File: src/rtl/sr_div_seq.sv
// Sequential 32-bit divider for the RISC-V M extension (DIV, DIVU, REM, REMU).
// Restoring radix-2, one quotient bit per cycle; zero-divisor and signed-overflow cases finish immediately.
module sr_div_seq (
    input  logic        clk,
    input  logic        rst,
    input  logic        start,
    input  logic [31:0] srcA,
    input  logic [31:0] srcB,
    input  logic [2:0]  oper,
    output logic        busy,
    output logic        valid,
    output logic [31:0] result
);

    // Handshake: start is taken on a rising edge only while busy is low and oper[2] is set;
    // valid is a single-cycle pulse with result already updated, and a start in that same
    // cycle launches the next op with no idle gap.

    typedef enum logic [1:0] {
        IDLE = 2'd0,
        CALC = 2'd1,
        DONE = 2'd2
    } state_t;

    state_t state, state_nxt;

    logic        accept;
    logic        is_signed;
    logic        is_rem;
    logic        div_zero;
    logic        ovf;
    logic        special;
    logic [31:0] special_res;
    logic [31:0] abs_a;
    logic [31:0] abs_b;

    logic [31:0] quo_q;
    logic [31:0] rem_q;
    logic [31:0] dsr_q;
    logic [4:0]  cnt_q;
    logic        op_rem_q;
    logic        neg_q_q;
    logic        neg_r_q;

    logic [32:0] shifted;
    logic [32:0] diff;
    logic        ge;
    logic [31:0] rem_nxt;
    logic [31:0] quo_nxt;
    logic        last;
    logic [31:0] q_fix;
    logic [31:0] r_fix;
    logic [31:0] calc_res;

    assign accept    = start && oper[2] && ((state == IDLE) || (state == DONE));
    assign is_signed = ~oper[0];
    assign is_rem    = oper[1];
    assign div_zero  = (srcB == 32'd0);
    assign ovf       = is_signed && (srcA == 32'h8000_0000) && (srcB == 32'hFFFF_FFFF);
    assign special   = div_zero || ovf;

    always_comb begin
        special_res = 32'd0;
        if (div_zero)
            special_res = is_rem ? srcA : 32'hFFFF_FFFF;
        else
            special_res = is_rem ? 32'd0 : 32'h8000_0000;
    end

    assign abs_a = (is_signed && srcA[31]) ? (~srcA + 32'd1) : srcA;
    assign abs_b = (is_signed && srcB[31]) ? (~srcB + 32'd1) : srcB;

    // Partial remainder stays below the divisor, so a negative 33-bit difference means "no subtract".
    assign shifted  = {rem_q, quo_q[31]};
    assign diff     = shifted - {1'b0, dsr_q};
    assign ge       = ~diff[32];
    assign rem_nxt  = ge ? diff[31:0] : shifted[31:0];
    assign quo_nxt  = {quo_q[30:0], ge};
    assign last     = (state == CALC) && (cnt_q == 5'd31);
    assign q_fix    = neg_q_q ? (~quo_nxt + 32'd1) : quo_nxt;
    assign r_fix    = neg_r_q ? (~rem_nxt + 32'd1) : rem_nxt;
    assign calc_res = op_rem_q ? r_fix : q_fix;

    always_ff @(posedge clk) begin
        if (rst)
            state <= IDLE;
        else
            state <= state_nxt;
    end

    always_comb begin
        state_nxt = state;
        case (state)
            IDLE: begin
                if (accept)
                    state_nxt = special ? DONE : CALC;
            end
            CALC: begin
                if (cnt_q == 5'd31)
                    state_nxt = DONE;
            end
            DONE: begin
                if (accept)
                    state_nxt = special ? DONE : CALC;
                else
                    state_nxt = IDLE;
            end
            default: state_nxt = IDLE;
        endcase
    end

    always_comb begin
        busy  = (state == CALC);
        valid = (state == DONE);
    end

    always_ff @(posedge clk) begin
        if (accept) begin
            quo_q    <= abs_a;
            rem_q    <= 32'd0;
            dsr_q    <= abs_b;
            cnt_q    <= 5'd0;
            op_rem_q <= is_rem;
            neg_q_q  <= is_signed && (srcA[31] ^ srcB[31]);
            neg_r_q  <= is_signed && srcA[31];
        end else if (state == CALC) begin
            quo_q <= quo_nxt;
            rem_q <= rem_nxt;
            cnt_q <= cnt_q + 5'd1;
        end
    end

    always_ff @(posedge clk) begin
        if (rst)
            result <= 32'd0;
        else if (accept && special)
            result <= special_res;
        else if (last)
            result <= calc_res;
    end

endmodule

File: config.mk
export PLATFORM = sky130hd
export DESIGN_NAME = sr_div_seq
export DESIGN_NICKNAME = d
export VERILOG_FILES = /design/src/rtl/sr_div_seq.sv
export SDC_FILE = /design/constraint.sdc
export NUM_CORES = 1
export LEC_CHECK = 0
export ABC_CLOCK_PERIOD_IN_PS = 5000
export CAP_MARGIN = 10
export CORE_MARGIN = 10
export CORE_UTILIZATION = 54
export CTS_CLUSTER_DIAMETER = 50
export DETAILED_ROUTE_END_ITERATION = 16
export GPL_TIMING_DRIVEN = 0
export PLACE_DENSITY = 0.83
export SETUP_SLACK_MARGIN = 0.05
export SLEW_MARGIN = 20
export SYNTH_ARGS = -nofsm -noshare
export SYNTH_HDL_FRONTEND = slang
export SYNTH_SLANG_ARGS = --single-unit
export TNS_END_PERCENT = 10
File: constraint.sdc
create_clock -name clk -period 5 [get_ports clk]
set_input_delay 1 -clock clk [delete_from_list [all_inputs] [get_ports clk]]
set_output_delay 1 -clock clk [all_outputs]
set_load 0.005 [all_outputs]
Yosys cells after proc, flatten, opt, wreduce, memory -nomap -nowiden --
Cells that the tools add are included.
Storage, ports and cells: register bits 138, input port bits 70, output and inout port bits 34, logic and storage cells 63
Cells by class: $add $sub $neg 6, equality and inequality tests 7, multiplexer cells 18, bitwise gates (word level) 7, reductions and logical operators 16
Operator list (number):
- $mux W32 | 13
- $add A32 B1 Y32 const B | 4
- $not A32 Y32 | 4
- $eq A32 B32 Y1 const B | 2
- $sub A33 B32 Y33 | 1
- $logic_not A32 Y1 | 1
- $logic_and A1 B1 Y1 | 9
- $mux W2 | 4
- $pmux W2 S3 | 1
- $add A5 B1 Y5 const B | 1
- $eq A5 B5 Y1 const B | 1
- $reduce_bool A2 Y1 | 2
- $eq A2 B1 Y1 const B | 1
- $eq A2 B2 Y1 const B | 1
- $logic_not A2 Y1 | 1
- $logic_or A1 B1 Y1 | 2
- $ne A2 B1 Y1 const B | 1
- $ne A2 B2 Y1 const B | 1
- $not A1 Y1 | 2
- $reduce_and A2 Y1 | 1
- $xor A1 B1 Y1 | 1

Logic depth before layout (Yosys ltp) --
Gate-level depths: netlist of the first run.
depth after elaboration 8, depth in mapped cells 23

Worst setup path after synthesis of the first run --
Ideal clock, no wire load.
path type register to register, from register quo_q[31], to register result[26], library setup time 0.092 ns, arrival 4.631 ns, data required time 4.908 ns, setup slack 0.277 ns, cell stages (with the launch flop) 23, path buffers 2, cell sequence edfxtp_1 -> inv_1 -> ha_1 -> fa_1 -> nand2b_1 -> a21oi_4 -> o211ai_4 -> o311ai_4 -> a21oi_2 -> xnor2_2 -> inv_1 -> buf_4 -> clkbuf_1 -> nor2_1 -> a21oi_1 -> ha_1 -> nand4_1 -> nor4b_1 -> mux2_2 -> o211ai_1 -> or3_1 -> mux2i_1 -> o32ai_1
Between the ends: word-level cells in the longest chain between the ends 8, elaborated cells between the ends (all ways) 12, classes of those cells add/sub (3); mux (6); bitwise (3)
RTL lines:
- from (decl) | line 37 | logic [31:0] quo_q;
- from (signal assigned) | line 119 | quo_q <= abs_a;
- from (signal assigned) | line 127 | quo_q <= quo_nxt;
- $sub A33 B32 Y33 | line 75 | assign diff = shifted - {1'b0, dsr_q};
- $mux W32 or $not A1 Y1 (tied branches) | line 77, 76
- $not A32 Y32 (on tied branches) | line 81, 80
- $add A32 B1 Y32 (on tied branches) | line 81, 80
- $mux W32 (on tied branches) | line 81, 80
- $mux W32 * | line 82 | assign calc_res = op_rem_q ? r_fix : q_fix;
- $mux W32 * | line 138 | else if (last)
- $mux W32 * | line 136 | else if (accept && special)
- to (signal assigned) | line 137 | result <= special_res;
- to (signal assigned) | line 139 | result <= calc_res;
- to (decl) | line 12 | output logic [31:0] result
Mark *: on every way between the ends. The rest lies on a longest branch, timed or not. The select of a mux whose other input is x is not followed. A chain may end at the register's enable or synchronous reset.

Worst setup path after layout of the first run --
from register dsr_q[0], to register result[24]
Between the ends: word-level cells in the longest chain between the ends 8, elaborated cells between the ends (all ways) 12, classes of those cells add/sub (3); mux (6); bitwise (3)
RTL lines:
- from (decl) | line 39 | logic [31:0] dsr_q;
- from (signal assigned) | line 121 | dsr_q <= abs_b;
- $sub A33 B32 Y33 * | line 75
- $mux W32 or $not A1 Y1 (tied branches) | line 77, 76
- $not A32 Y32 (on tied branches) | line 81, 80
- $add A32 B1 Y32 (on tied branches) | line 81, 80
- $mux W32 (on tied branches) | line 81, 80
- $mux W32 * | line 82
- $mux W32 * | line 138
- $mux W32 * | line 136
Marks and branches as above.

==> summary.txt, run 1 <==
Floorplan
  – Die extent in y: 164 microns
  – Row cnt: 52
  – Initial Util: 55.1%
  – Die span in x: 164 microns
  – Core ar.: 0.0203 sq mm
  – I/O Pins: 104
  – DIE AREA: 0.0269 sq mm

STA
  – Period utilization: 98.4%
  – RSZ-0062 raised after global routing: true
  – Worst Setup Slack, final: 0.0806 ns
  – Layout Skew: 0.0117 ns
  – Aggregate negative setup slack: 0 ns
  – Worst slew margin: 37.6%
  – FMAX: 0.203 GHz
  – Final Hold Viols: 0
  – Setup-failing EPs final: 0
  – Fin crit period: 4.92 ns
  – Slew @ Worst Pin: 0.932 ns
  – Max Slew Vio Count: 0

CTS
  – Clock slew at reported path FFs: 0.06 ns
  – Clock Tree Buf Depth: 2
  – Inserted Clock Buffers: 17
  – TritonCTS clock tree: yes
  – H-tree levels: 4
  – Sink Count: 138
  – Clock latency at the later pin of the worst-skew pair: 0.44 ns
  – Root buf cell: clkbuf_16

Setup path
  – Crit Reg-Reg Startpoint: dsr_q[0]$_DFFE_PP_
  – Cell depth of the worst flop-to-flop path: 20
  – R2R Path End: result[24]$_SDFFE_PP0P_
  – Crit end category: register
  – Worst Path Arrival: 5.20 ns
  – Kind of critical path: reg2reg
  – R2R Setup Slk: 0.08 ns
  – Largest fanout on the critical path: 10
  – Kind of start point of the critical path: register
  – CP required: 5.28 ns

Power
  – Pleak: 5.03 nW
  – Worst VDD drop: 0.000393 V
  – Design Power: 7.81 mW
  – Cell Pwr Density: 583 mW/mm^2

Min path
  – Min-Delay Endpoint: cnt_q[4]$_SDFFE_PP0P_
  – Worst hold path type: reg2reg
  – Hold path depth: 2
  – Hold path start: cnt_q[4]$_SDFFE_PP0P_

Routing
  – Vias per inst: 6.53
  – DR WL/cell: 22.1 microns
  – Overall routed net length: 39.8 mm
  – Drt pass-1 iters: 8
  – Vias: 11800
  – Drc violations: 0
  – Antenna Nets Post-Route: 0
  – Initial DRC count: 1403

Global routing
  – First-pass GRT wire length: 61.4 mm
  – Pin count of the biggest net entering global routing: 34
  – GR Overflow Total: 0
  – Vias in the first global route: 11200
  – Initial antenna violation count: 0
  – Total track usage: 28.9%

Synth
  – Main synth FF type: dfxtp_1
  – Mapped Cells: 1382
  – Async SR Flop Fraction: 0%
  – Net Count, Synth: 1492
  – Sequential area share after synthesis: 30.7%
  – Flops & latches, synth: 138
  – Synthesized area per cell: 8.10 sq um
  – Number of flops mapped to enable cells by yosys: 67
  – Yosys warns: 0
  – Netlist Area Pre-Place: 0.0112 sq mm
  – Yosys cell types: 91

Layout
  – Most frequent cells in the layout: nand2_1 (152), o21ai_0 (139), nor2_1 (118)
  – Final Util: 66.0%
  – Non-filler instance count after layout: 1801
  – # diodes: 0
  – Area grow syn2layout: 19.6%
  – Nets: 1628
  – Layout cell share with drive strength beyond 1: 8.56%
  – Most common cell after layout, fill and taps aside: nand2_1

Placed design
  – Post-DP HPWL: 30.7 mm
  – Port Buf Inserts: 102
  – Dpl cells: 1756
  – Routability cong.: 1.03
  – Post-place setup slack: -0.950 ns

Job
  – Max-cap violations: 0

Run status
  – Status: complete, no violations
routing by layer:
layer	wire length [microns]	track usage, %	up-vias
li1	-	-	5349
met2	17700	44.2	724
met1	16000	38.3	5572
met5	37	1.13	-
met3	4750	7.51	112
met4	1340	11.1	2
cell type report:
| type | instances | area, sq um |
|---|---|---|
| Timing Repair Buffer | 117 | 1160 |
| Fill cell | 1742 | 6910 |
| Tap cell | 270 | 338 |
| Clock inverter | 6 | 35.0 |
| Inverter | 63 | 236 |
| Buffer | 75 | 378 |
| Sequential cell | 138 | 3430 |
| Multi-Input combinational cell | 1106 | 7280 |
| Clock buffer | 26 | 526 |
sequential cells by signal, summed over array words and instances (netlist names):
| name | cells |
|---|---|
| state | 2 |
| neg_q_q | 1 |
| cnt_q | 5 |
| op_rem_q | 1 |
| rem_q | 32 |
| dsr_q | 32 |
| quo_q | 32 |
| result | 32 |
| neg_r_q | 1 |
kinds of logic (layout without fill, tap and decap cells):
logic type / after synthesis / count (layout) / share of synthesized area, %
AND/OR/NAND/NOR: 453 / 453 / 19.4
AO/OA/AOI/OAI: 438 / 438 / 26.0
flip-flops: 138 / 138 / 30.7
buffers and inverters: 138 / 287 / 5.05
XOR/XNOR: 137 / 137 / 10.8
adder cells (fa/ha/maj): 40 / 40 / 4.54
multiplexers: 38 / 38 / 3.56
power breakdown:
part	leakage [nW]	total [mW]	switching (mW)	internal (mW)
combinational	3.55	4.97	3.05	1.91
sequential	1.21	1.62	0.235	1.38
clock	0.279	1.23	0.503	0.724
worst max-delay path by stage:
| stage | start | to | slack, ns | depth (start not counted) |
|---|---|---|---|---|
| 6_report | dsr_q[0]$_DFFE_PP_ | result[24]$_SDFFE_PP0P_ | 0.08 | 20 |
| 5_1_grt | dsr_q[0]$_DFFE_PP_ | result[26]$_SDFFE_PP0P_ | -0.005 | 21 |
| 3_5_place_dp | quo_q[31]$_DFFE_PP_ | result[24]$_SDFFE_PP0P_ | -0.95 | 22 |
| 3_3_place_gp | quo_q[31]$_DFFE_PP_ | result[28]$_SDFFE_PP0P_ | -0.92 | 22 |
| 2_1_floorplan | quo_q[31]$_DFFE_PP_ | result[26]$_SDFFE_PP0P_ | 0.28 | 22 |
| 4_1_cts | dsr_q[0]$_DFFE_PP_ | result[26]$_SDFFE_PP0P_ | 0.06 | 21 |
timing repair:
item                                    in CTS  in global routing
endpoints found under the setup margin      15                 20
hold endpoints to repair                     0                  0
hold buffers                                 0                  0
pin swaps                                    6                 10
buffers inserted                             6                  7
gates resized for setup                     17                 16
synth_stat cells (8+ instances only):
cell,number,area [sq um]
nand2_1,152,571
o21ai_0,140,701
nor2_1,118,443
a21oi_1,95,475
xor2_1,73,639
dfxtp_1,71,1420
edfxtp_1,67,2010
xnor2_1,63,552
inv_1,60,225
clkbuf_1,55,206
ha_1,39,488
nor3_1,35,175
o31ai_1,33,248
nand3_1,25,125
mux2i_1,24,240
nand4_1,21,131
a211oi_1,17,128
a21o_1,17,128
o211ai_1,16,120
or3_1,15,93.8
mux2_2,14,158
nor4_1,13,81.3
o41ai_1,13,114
or4_1,12,90.1
buf_2,11,55.1
nand2b_1,11,68.8
a31oi_1,10,62.6
and3_1,8,50.1
critical path: stages, from the launching register on:
cell and delay (ns):
edfxtp_1 0.41, ha_2 0.22, fa_2 0.41, nand2b_4 0.17
a21oi_4 0.18, o211ai_4 0.14, o311ai_4 0.31, a21oi_2 0.13
xnor2_2 0.25, inv_2 0.12, buf_12 0.17, buf_12 0.15
a21oi_4 0.20, ha_4 0.18, nand4_1 0.14, nor4b_2 0.36
mux2_4 0.23, o211ai_1 0.22, or3_4 0.45, o211ai_1 0.16
a311oi_1 0.14
per-stage QoR:
step           hold slack (ns)  cell area (sq um)
2_1_floorplan            0.440              11200
3_3_place_gp             0.448              12500
3_5_place_dp             0.464              12600
4_1_cts                  0.471              13300
5_1_grt                  0.489              13400
6_report                 0.467              13400
(Power assumes the default switching activity.)
==> run 2: changes to the inputs <==
--- a/config.mk
+++ b/config.mk
@@ -7,7 +7,6 @@
 export LEC_CHECK = 0
 export ABC_CLOCK_PERIOD_IN_PS = 5000
 export CAP_MARGIN = 10
-export CORE_MARGIN = 10
 export CORE_UTILIZATION = 54
 export CTS_CLUSTER_DIAMETER = 50
 export DETAILED_ROUTE_END_ITERATION = 16
==> run 2 against run 1 <==
First-iteration DRC count is 21% higher. Global-route usage rose by 7.4 points. Combinational power fell by 1%. Wire length is 2.9% lower. Sequential power hardly changed. Non-clock buffer count is 3 lower. Via count is 0.48% higher.
==> summary.txt, run 2 (synthesized netlist as in run 1, its figures left out) <==
STA
  – Worst slew margin: 35.9% (was 37.6%)
  – Hold WS: 0.468 ns (was 0.467 ns)
  – Setup-failing EPs final: 0 (unchanged)
  – Max Slew Vio Count: 0 (unchanged)
  – Aggregate negative setup slack: 0 ns (unchanged)
  – Period utilization: 96.8% (was 98.4%)
  – Fin crit period: 4.84 ns (was 4.92 ns)
  – Worst Setup Slack, final: 0.162 ns (was 0.0806 ns)
  – Layout Skew: 0.00718 ns (was 0.0117 ns)
  – Slew @ Worst Pin: 0.958 ns (was 0.932 ns)
  – FMAX: 0.207 GHz (was 0.203 GHz)
  – RSZ-0062 raised after global routing: true (unchanged)
  – Final Hold Viols: 0 (unchanged)

Placed design
  – Placement Cell Area: 0.0126 sq mm (unchanged)
  – Port Buf Inserts: 102 (unchanged)
  – Post-place setup slack: -0.973 ns (was -0.950 ns)
  – Dpl cells: 1756 (unchanged)
  – Routability cong.: 1.04 (was 1.03)
  – Post-DP HPWL: 29.1 mm (was 30.7 mm)

Routing
  – Drt pass-1 iters: 8 (unchanged)
  – Met3 routed WL: 4.84 mm (was 4.75 mm)
  – Vias per inst: 6.57 (was 6.53)
  – DR WL/cell: 21.5 microns (was 22.1 microns)
  – Top Layer Used: met5 (unchanged)
  – Antenna Nets Post-Route: 0 (unchanged)
  – Vias: 11800 (about the same)
  – Initial DRC count: 1703 (was 1403)
  – Drc violations: 0 (unchanged)
  – Overall routed net length: 38.7 mm (was 39.8 mm)
  – Wl on met1: 15.1 mm (was 16.0 mm)
  – Routed wl met2: 17.2 mm (was 17.7 mm)

Setup path
  – CP required: 5.34 ns (was 5.28 ns)
  – Largest delay share family, worst path: compound AO/OA/AOI/OAI gates (unchanged)
  – Slowest Stage Delay on Critical Path: 0.45 ns (about the same)
  – Crit path cell chain: inv_1 -> ha_2 -> fa_2 -> nand2b_4 -> a21oi_4 -> o211ai_4 -> o311ai_4 -> a21oi_2 -> xnor2_2 -> buf_4 -> buf_8 -> buf_12 -> mux2_2 -> ha_4 -> nand4_1 -> nor4b_4 -> mux2_4 -> o211ai_1 -> or3_4 -> mux2i_1 -> o32ai_1 (was ha_2 -> fa_2 -> nand2b_4 -> a21oi_4 -> o211ai_4 -> o311ai_4 -> a21oi_2 -> xnor2_2 -> inv_2 -> buf_12 -> buf_12 -> a21oi_4 -> ha_4 -> nand4_1 -> nor4b_2 -> mux2_4 -> o211ai_1 -> or3_4 -> o211ai_1 -> a311oi_1)
  – Worst path buffer plus inverter count: 4 (was 3)
  – Kind of start point of the critical path: register (unchanged)
  – Largest fanout on the critical path: 10 (unchanged)
  – Kind of critical path: reg2reg (unchanged)
  – Crit end category: register (unchanged)
  – Worst Path Arrival: 5.18 ns (was 5.20 ns)
  – Worst path slowest cell: or3_4 (unchanged)

Global routing
  – Vias in the first global route: 11100 (was 11200)
  – GR Overflow Total: 0 (unchanged)
  – Total track usage: 36.3% (was 28.9%)
  – Initial antenna violation count: 2 (was 0)
  – First-pass GRT wire length: 60.1 mm (was 61.4 mm)
  – Pin count of the biggest net entering global routing: 35 (was 34)

Power
  – Design Power: 7.98 mW (was 7.81 mW)
  – Pleak: 5.05 nW (was 5.03 nW)
  – Cell Pwr Density: 592 mW/mm^2 (was 583 mW/mm^2)
  – Worst VDD drop: 0.000441 V (was 0.000393 V)

CTS
  – TritonCTS clock tree: yes (unchanged)
  – H-tree levels: 4 (unchanged)
  – Root buf cell: clkbuf_16 (unchanged)
  – Sink Count: 138 (unchanged)
  – Clock Tree Buf Depth: 2 (unchanged)
  – Clock latency at the later pin of the worst-skew pair: 0.44 ns (about the same)
  – Clock slew at reported path FFs: 0.06 ns (about the same)
  – Inserted Clock Buffers: 17 (unchanged)

Layout
  – Nets: 1625 (was 1628)
  – Final Util: 66.4% (was 66.0%)
  – Most frequent cells in the layout: nand2_1 (152), o21ai_0 (140), nor2_1 (118) (was nand2_1 (152), o21ai_0 (139), nor2_1 (118))
  – Area grow syn2layout: 20.4% (was 19.6%)
  – Most common cell after layout, fill and taps aside: nand2_1 (unchanged)
  – Non-filler instance count after layout: 1799 (was 1801)
  – Fin area: 0.0135 sq mm (was 0.0134 sq mm)
  – Layout cell share with drive strength beyond 1: 8.44% (was 8.56%)

Floorplan
  – Initial Util: 55.1% (unchanged)
  – Core ar.: 0.0203 sq mm (unchanged)
  – Die extent in y: 146 microns (was 164 microns)
  – I/O Pins: 104 (unchanged)
  – DIE AREA: 0.0213 sq mm (was 0.0269 sq mm)
  – Die span in x: 146 microns (was 164 microns)
  – Row cnt: 52 (unchanged)

Job
  – Max-cap violations: 0 (unchanged)

Min path
  – Worst hold path type: reg2reg (unchanged)

Run status
  – Status: complete, no violations (unchanged)
[run 2: worst paths after layout]
kind | depth (start not counted) | end | slack (ns) | from
worst max-delay path | 21 | result[26]$_SDFFE_PP0P_ | 0.16 | quo_q[31]$_DFFE_PP_
worst min-delay path | 2 | cnt_q[4]$_SDFFE_PP0P_ | 0.47 | cnt_q[4]$_SDFFE_PP0P_
worst max register to register | 21 | result[26]$_SDFFE_PP0P_ | 0.16 | quo_q[31]$_DFFE_PP_
worst min register to register | 2 | cnt_q[4]$_SDFFE_PP0P_ | 0.47 | cnt_q[4]$_SDFFE_PP0P_
[run 2: routing by layer]
metal,up-vias,track usage (%)
li1,5350,-
met1,5521,47.2
met2,790,56.4
met3,151,10.1
met4,4,15.9
met5,-,0
[run 2: where the power goes]
group          switching (mW)  leakage, nW  internal (mW)
clock network           0.510        0.308          0.931
registers               0.239         1.21           1.38
logic                    3.04         3.53           1.88
total                    3.79         5.05           4.19
[run 2: what timing repair did]
item	4_1_cts	5_1_grt
resized for setup	19	13
pin swaps	6	9
buffers inserted	6	4
hold buffers	0	0
setup endpoints to repair	15	21
[run 2: final cells by class]
type | instances | area, sq um
Tap cell | 270 | 338
Clock inverter | 13 | 224
Antenna cell | 1 | 2.50
Inverter | 63 | 236
Timing Repair Buffer | 114 | 1140
Buffer | 75 | 373
Multi-Input combinational cell | 1106 | 7290
Fill cell | 1702 | 6830
Sequential cell | 138 | 3430
Clock buffer | 19 | 433
[run 2: worst register-to-register path: stages, from the launching register on]
cell	delay, ns
edfxtp_1	0.36
inv_1	0.06
ha_2	0.20
fa_2	0.43
nand2b_4	0.17
a21oi_4	0.17
o211ai_4	0.14
o311ai_4	0.32
a21oi_2	0.13
xnor2_2	0.22
buf_4	0.17
buf_8	0.15
buf_12	0.16
mux2_2	0.22
ha_4	0.16
nand4_1	0.15
nor4b_4	0.30
mux2_4	0.22
o211ai_1	0.22
or3_4	0.46
mux2i_1	0.13
o32ai_1	0.21
